## src/rtl/decode_stage.sv

```systemverilog
// decode_stage: registered, handshaked instruction-decode stage for the pipelined
// LEGv8-subset CPU. Sits between the IF/ID register and execute.
//
// Each accepted instruction is decoded into a control/operand bundle and held in an
// output register. A load-use scoreboard inserts bubbles while a dependent
// instruction waits for a load result still inside the downstream load shadow.
//
// Ports:
//   clk_i, reset_i          clock, synchronous active-high reset
//   in_valid_i / in_ready_o upstream handshake, instr_i is the instruction word
//   flush_i                 kill the output register and clear the scoreboard
//   out_valid_o/out_ready_i downstream handshake for the bundle below
//   reg_write_o .. illegal_o registered control bits
//   alu_op_o                000 pass-B, 010 add, 011 sub
//   rn_o, rm_o, rd_o        register indices (31 when unused)
//   imm_o                   sign-/zero-extended word-offset immediate
module decode_stage #(
    parameter int unsigned DATA_W      = 64,
    parameter int unsigned LOAD_SHADOW = 1,
    parameter int unsigned ZERO_REG    = 31
) (
    input  logic              clk_i,
    input  logic              reset_i,
    input  logic              in_valid_i,
    output logic              in_ready_o,
    input  logic [31:0]       instr_i,
    input  logic              flush_i,
    output logic              out_valid_o,
    input  logic              out_ready_i,
    output logic              reg_write_o,
    output logic              mem_write_o,
    output logic              mem_to_reg_o,
    output logic              alu_src_o,
    output logic              set_flags_o,
    output logic              uncond_br_o,
    output logic              cond_br_o,
    output logic              cbz_o,
    output logic              br_reg_o,
    output logic              bl_o,
    output logic              illegal_o,
    output logic [2:0]        alu_op_o,
    output logic [4:0]        rn_o,
    output logic [4:0]        rm_o,
    output logic [4:0]        rd_o,
    output logic [DATA_W-1:0] imm_o
);

    localparam logic [4:0] NoReg   = 5'd31;
    localparam logic [4:0] ZeroIdx = 5'(ZERO_REG);
    localparam logic [4:0] LinkReg = 5'd30;

    localparam logic [2:0] AluPassB = 3'b000;
    localparam logic [2:0] AluAdd   = 3'b010;
    localparam logic [2:0] AluSub   = 3'b011;

    typedef struct packed {
        logic              reg_write;
        logic              mem_write;
        logic              mem_to_reg;
        logic              alu_src;
        logic              set_flags;
        logic              uncond_br;
        logic              cond_br;
        logic              cbz;
        logic              br_reg;
        logic              bl;
        logic              illegal;
        logic [2:0]        alu_op;
        logic [4:0]        rn;
        logic [4:0]        rm;
        logic [4:0]        rd;
        logic [DATA_W-1:0] imm;
    } bundle_t;

    // Bundle value used for reset, bubbles and flushes: no side effects downstream.
    localparam bundle_t IdleBundle = '{
        alu_op:  AluPassB,
        rn:      NoReg,
        rm:      NoReg,
        rd:      NoReg,
        default: '0
    };

    bundle_t dec;
    logic    use_rn;
    logic    use_rm;
    logic    is_load;

    bundle_t bundle_d, bundle_q;
    logic    out_valid_d, out_valid_q;

    logic [LOAD_SHADOW-1:0] sb_valid_d, sb_valid_q;
    logic [4:0]             sb_rd_d [LOAD_SHADOW];
    logic [4:0]             sb_rd_q [LOAD_SHADOW];

    logic hit;
    logic stall;
    logic advance;
    logic accept;

    // ------------------------------------------------------------------
    // Combinational decode of the presented instruction
    // ------------------------------------------------------------------
    always_comb begin
        dec     = IdleBundle;
        use_rn  = 1'b0;
        use_rm  = 1'b0;
        is_load = 1'b0;

        if (instr_i[31:22] == 10'b1001000100) begin          // ADDI
            dec.rn        = instr_i[9:5];
            dec.rd        = instr_i[4:0];
            dec.imm       = {{(DATA_W-12){1'b0}}, instr_i[21:10]};
            dec.alu_src   = 1'b1;
            dec.alu_op    = AluAdd;
            dec.reg_write = 1'b1;
            use_rn        = 1'b1;
        end else if (instr_i[31:21] == 11'b10101011000 ||     // ADDS
                     instr_i[31:21] == 11'b11101011000) begin // SUBS
            dec.rn        = instr_i[9:5];
            dec.rm        = instr_i[20:16];
            dec.rd        = instr_i[4:0];
            dec.alu_op    = instr_i[30] ? AluSub : AluAdd;
            dec.set_flags = 1'b1;
            dec.reg_write = 1'b1;
            use_rn        = 1'b1;
            use_rm        = 1'b1;
        end else if (instr_i[31:21] == 11'b11111000010) begin // LDUR
            dec.rn         = instr_i[9:5];
            dec.rd         = instr_i[4:0];
            dec.imm        = {{(DATA_W-9){instr_i[20]}}, instr_i[20:12]};
            dec.alu_src    = 1'b1;
            dec.alu_op     = AluAdd;
            dec.mem_to_reg = 1'b1;
            dec.reg_write  = 1'b1;
            use_rn         = 1'b1;
            is_load        = 1'b1;
        end else if (instr_i[31:21] == 11'b11111000000) begin // STUR
            dec.rn        = instr_i[9:5];
            dec.rm        = instr_i[4:0];                     // store data
            dec.imm       = {{(DATA_W-9){instr_i[20]}}, instr_i[20:12]};
            dec.alu_src   = 1'b1;
            dec.alu_op    = AluAdd;
            dec.mem_write = 1'b1;
            use_rn        = 1'b1;
            use_rm        = 1'b1;
        end else if (instr_i[30:26] == 5'b00101) begin        // B / BL (bit 31 selects BL)
            dec.imm       = {{(DATA_W-26){instr_i[25]}}, instr_i[25:0]};
            dec.uncond_br = 1'b1;
            if (instr_i[31]) begin
                dec.bl        = 1'b1;
                dec.reg_write = 1'b1;
                dec.rd        = LinkReg;
            end
        end else if (instr_i[31:24] == 8'b01010100) begin     // B.cond
            dec.imm     = {{(DATA_W-19){instr_i[23]}}, instr_i[23:5]};
            dec.cond_br = 1'b1;
            dec.rd      = instr_i[4:0];                       // condition code
        end else if (instr_i[31:24] == 8'b10110100) begin     // CBZ
            dec.imm    = {{(DATA_W-19){instr_i[23]}}, instr_i[23:5]};
            dec.cbz    = 1'b1;
            dec.rm     = instr_i[4:0];
            use_rm     = 1'b1;
        end else if (instr_i[31:21] == 11'b11010110000) begin // BR
            dec.br_reg = 1'b1;
            dec.rn     = instr_i[9:5];
            use_rn     = 1'b1;
        end else begin
            dec.illegal = 1'b1;
        end
    end

    // ------------------------------------------------------------------
    // Load-use hazard detection against the scoreboard
    // ------------------------------------------------------------------
    always_comb begin
        hit = 1'b0;
        for (int unsigned i = 0; i < LOAD_SHADOW; i++) begin
            if (sb_valid_q[i]) begin
                if (use_rn && dec.rn != ZeroIdx && dec.rn == sb_rd_q[i]) hit = 1'b1;
                if (use_rm && dec.rm != ZeroIdx && dec.rm == sb_rd_q[i]) hit = 1'b1;
            end
        end
    end

    assign stall      = in_valid_i & hit;
    assign advance    = out_ready_i | ~out_valid_q;
    assign in_ready_o = advance & ~stall & ~flush_i;
    assign accept     = in_valid_i & in_ready_o;

    // ------------------------------------------------------------------
    // Next-state: output register and scoreboard
    // ------------------------------------------------------------------
    always_comb begin
        bundle_d    = bundle_q;
        out_valid_d = out_valid_q;
        sb_valid_d  = sb_valid_q;
        sb_rd_d     = sb_rd_q;

        if (flush_i) begin
            bundle_d    = IdleBundle;
            out_valid_d = 1'b0;
            sb_valid_d  = '0;
        end else if (advance) begin
            bundle_d    = accept ? dec : IdleBundle;
            out_valid_d = accept;
            // Age every entry by one stage; entry 0 takes the load just accepted.
            for (int unsigned i = 1; i < LOAD_SHADOW; i++) begin
                sb_valid_d[i] = sb_valid_q[i-1];
                sb_rd_d[i]    = sb_rd_q[i-1];
            end
            sb_valid_d[0] = accept & is_load & (dec.rd != ZeroIdx);
            sb_rd_d[0]    = dec.rd;
        end
        // Held output (out_valid & ~out_ready): everything keeps its value.
    end

    always_ff @(posedge clk_i) begin
        if (reset_i) begin
            bundle_q    <= IdleBundle;
            out_valid_q <= 1'b0;
            sb_valid_q  <= '0;
            for (int unsigned i = 0; i < LOAD_SHADOW; i++) begin
                sb_rd_q[i] <= NoReg;
            end
        end else begin
            bundle_q    <= bundle_d;
            out_valid_q <= out_valid_d;
            sb_valid_q  <= sb_valid_d;
            sb_rd_q     <= sb_rd_d;
        end
    end

    // ------------------------------------------------------------------
    // Outputs
    // ------------------------------------------------------------------
    assign out_valid_o  = out_valid_q;
    assign reg_write_o  = bundle_q.reg_write;
    assign mem_write_o  = bundle_q.mem_write;
    assign mem_to_reg_o = bundle_q.mem_to_reg;
    assign alu_src_o    = bundle_q.alu_src;
    assign set_flags_o  = bundle_q.set_flags;
    assign uncond_br_o  = bundle_q.uncond_br;
    assign cond_br_o    = bundle_q.cond_br;
    assign cbz_o        = bundle_q.cbz;
    assign br_reg_o     = bundle_q.br_reg;
    assign bl_o         = bundle_q.bl;
    assign illegal_o    = bundle_q.illegal;
    assign alu_op_o     = bundle_q.alu_op;
    assign rn_o         = bundle_q.rn;
    assign rm_o         = bundle_q.rm;
    assign rd_o         = bundle_q.rd;
    assign imm_o        = bundle_q.imm;

endmodule

```

## config.mk

```make
export PLATFORM = sky130hd
export DESIGN_NAME = decode_stage
export DESIGN_NICKNAME = d
export VERILOG_FILES = /design/src/rtl/decode_stage.sv
export SDC_FILE = /design/constraint.sdc
export NUM_CORES = 1
export LEC_CHECK = 0
export ABC_AREA = 1
export CAP_MARGIN = 15
export CORE_ASPECT_RATIO = 0.9
export CORE_MARGIN = 2
export CORE_UTILIZATION = 40
export CTS_CLUSTER_SIZE = 10
export DETAILED_ROUTE_END_ITERATION = 12
export PLACE_DENSITY_LB_ADDON = 0.12
export SLEW_MARGIN = 0
export SYNTH_ARGS = -nofsm -noshare
export SYNTH_HDL_FRONTEND = slang
export SYNTH_SLANG_ARGS = --single-unit
```

## constraint.sdc

```tcl
create_clock -name clk_i -period 4.69 [get_ports clk_i]
set_input_delay 1.407 -clock clk_i [delete_from_list [all_inputs] [get_ports clk_i]]
set_output_delay 1.407 -clock clk_i [all_outputs]
set_load 0.005 [all_outputs]
```

==> qor.yml <==
outcome: "finished clean"
seq_area_frac_synth: 0.316
p_per_area_mw_per_mm2: 200
ys.flop_type: "dfxtp_1"
ys_seq_elements: 61
post-synth-top-count-cell: "nand2_1"
die_x_um: 108
clk_latency_ps: 350
drive_gt1_frac: 0.250
critPathLaunchType: "input port"
finalHoldViolCount: 0
antenna_found_initial: 0
min_path_type: "register to register"
grt_pass1_wl_mm: 22.2
tightest_slew_ps: 1060
cts.sink_count: 61
holdWs_ps: 465
worst-path-max-fanout: 4
slowest_stage: "dlygate4sd2_1"
root_buffer: "clkbuf_8"
grt_max_degree: 42
ant_nets: 0
finalPower_uw: 1200
endpoint_kind: "output port"
skew_ps: 16.1
holdPathStages: 2
areaGrowthSynthToFinish_pct: 54.9
place.gp.congestion: 0.911
core_mm2: 0.00953
setup_violations: 0
diodes: 0
grtUsageTotal: 0.270
maxSlewHeadroom: 0.295
holdBufCountCts: 0
synth_top_area_frac: 0.316
vias_per_cell: 5.19
synth_compound_area_frac: 0.200
dr_total_vias: 4565
drt_first_pass_iters: 5
num_rows: 34
grt_pass1_vias: 4345
clockBufferDepth: 2
synth_top_area_cell: "dfxtp_1"
synth-edff-count: 0
cp.arrival_ps: 3190
avgRoutedWirePerCell_um: 15.9
die_h_um: 97.3
die-area_mm2: 0.0105
final_net_count: 785
worstReg2RegStart: "sb_rd_q[0]"
hpwl_mm: 10.7
synth_nets: 615
synth-simple-area-share: 0.328
grt_overflow: 0
fin_ws_ps: 95.8
fin_area_mm2: 0.00599
async_flop_share: 0
yosys_warnings: 0
cpMostUsedCell: "nand3_1"
avgSynthCellArea_um2: 6.69
final_util: 0.629
synth.area.mux_share: 0
wl_mm: 13.9
tritoncts: "built"
ff2ff_path_depth: 11
worst_hold_startpoint: "imm_o[19]"
portBuffers: 130
critPathMaxStageDelay_ps: 270
drc: 0
final_max_slew_viol_count: 0
peakVddDrop_v: 0.000151
place_ws_ps: -636
yosys.cell_types.count: 40
cap_violations: 0
path_clk_slew_ps: 70
netlist_instances: 578
clock.fmax_mhz: 218
period_share: 0.980
synth_fa_ha_area_frac: 0
synthTopCellsByArea: "dfxtp_1, nand2_1, a21oi_1, buf_4, nand3_1"
crit_start: "instr_i[26]"
crit_type: "input port to output port"
cts_max_level: 3
power_leakage_uw: 0.00248
cts_made_buffers: 9
cp.required_ps: 3280
ys_top_cells_by_count: "nand2_1, a21oi_1, dfxtp_1"
place_area_mm2: 0.00551
dr.first_iter.drc_count: 359
io_pins: 132
syn-cell-area_mm2: 0.00387
initial_core_util: 0.406
synth_xor_area_frac: 0
finalCriticalPeriod_ps: 4590
synth_top_family_by_area: "simple AND/OR/NAND/NOR gates"
worstPathCellList: "dlygate4sd2_1, inv_2, nand2_1, nor2_2, nand3_1, nand4_1, buf_4, nand3_1, a21oi_2, nand3_2, nand2_2, a21oi_4, buf_2"
final timing paths:
check / end / slack [ps]
max reg2reg: cbz_o / 2270
min: imm_o[19] / 460
min reg2reg: imm_o[19] / 460
max: in_ready_o / 100
kinds of logic after synthesis:
kind of cell | Yosys count
AO/OA/AOI/OAI | 133
buffers and inverters | 115
other | 1
flip-flops | 61
AND/OR/NAND/NOR | 268
per-layer routing:
layer	vias to the layer above	wire (µm)	track usage	part of all wire
met5	-	0	0	0
met4	0	174	0.0700	0.012
met3	19	945	0.0423	0.068
met2	181	6840	0.454	0.49
met1	2122	5980	0.358	0.43
li1	2243	-	-	-
sequential cells by signal, summed over array words and instances (netlist names), 2 cells and up:
name,cells
sb_rd_q,5
imm_o,26
alu_op_o,2
rn_o,5
rm_o,5
rd_o,5
power by group:
group          switching, µW  internal, µW  total [µW]
sequential              3.18           521         524
clock                    238           247         485
combinational            108          81.4         189
area by class of cell:
type / instances / area [µm²]
Fill cell: 930 / 3540
Multi-Input combinational cell: 403 / 2270
Timing Repair Buffer: 218 / 1940
Sequential cell: 61 / 1220
Inverter: 55 / 206
Tap cell: 126 / 158
Clock buffer: 9 / 124
Clock inverter: 7 / 72.6
per-stage QoR:
step | std cells | TNS [ps]
floorplan | 578 | 0
global placement | 850 | -671
detailed placement | 850 | -636
CTS | 874 | 0
global route | 879 | -8.77
finish | 879 | 0
cells in the final DEF (no fill, tap or decap), types with 4 or more instances in the layout:
| master | count |
|---|---|
| nand2_1 | 118 |
| clkdlybuf4s50_1 | 118 |
| buf_4 | 85 |
| a21oi_1 | 61 |
| dfxtp_1 | 61 |
| inv_1 | 45 |
| nand3_1 | 40 |
| nor2_1 | 29 |
| o21ai_0 | 23 |
| o22ai_1 | 16 |
| nor2_4 | 10 |
| inv_2 | 9 |
| nand2_2 | 9 |
| a21oi_2 | 9 |
| nand4_1 | 9 |
| or2_2 | 9 |
| clkbuf_8 | 9 |
| nand3_4 | 8 |
| nor2_2 | 7 |
| nand3_2 | 7 |
| a211oi_1 | 6 |
| nor3_1 | 6 |
| clkbuf_2 | 6 |
| nand2_4 | 5 |
| or2_1 | 5 |
| nor4_1 | 4 |
| a31oi_1 | 4 |
worst max-delay path, delay by kind of cell:
kind	cells	cell delay (ps)
compound gates	2	240
buf+inv	4	670
simple gates	7	860
repair_timing:
action,4_1_cts,5_1_grt
cloned,1,0
hold endpoints to repair,0,0
endpoints found under the setup margin,1,1
pin swaps,17,14
setup buffers,7,5
gates resized for setup,59,25
(Power assumes the default switching activity.)
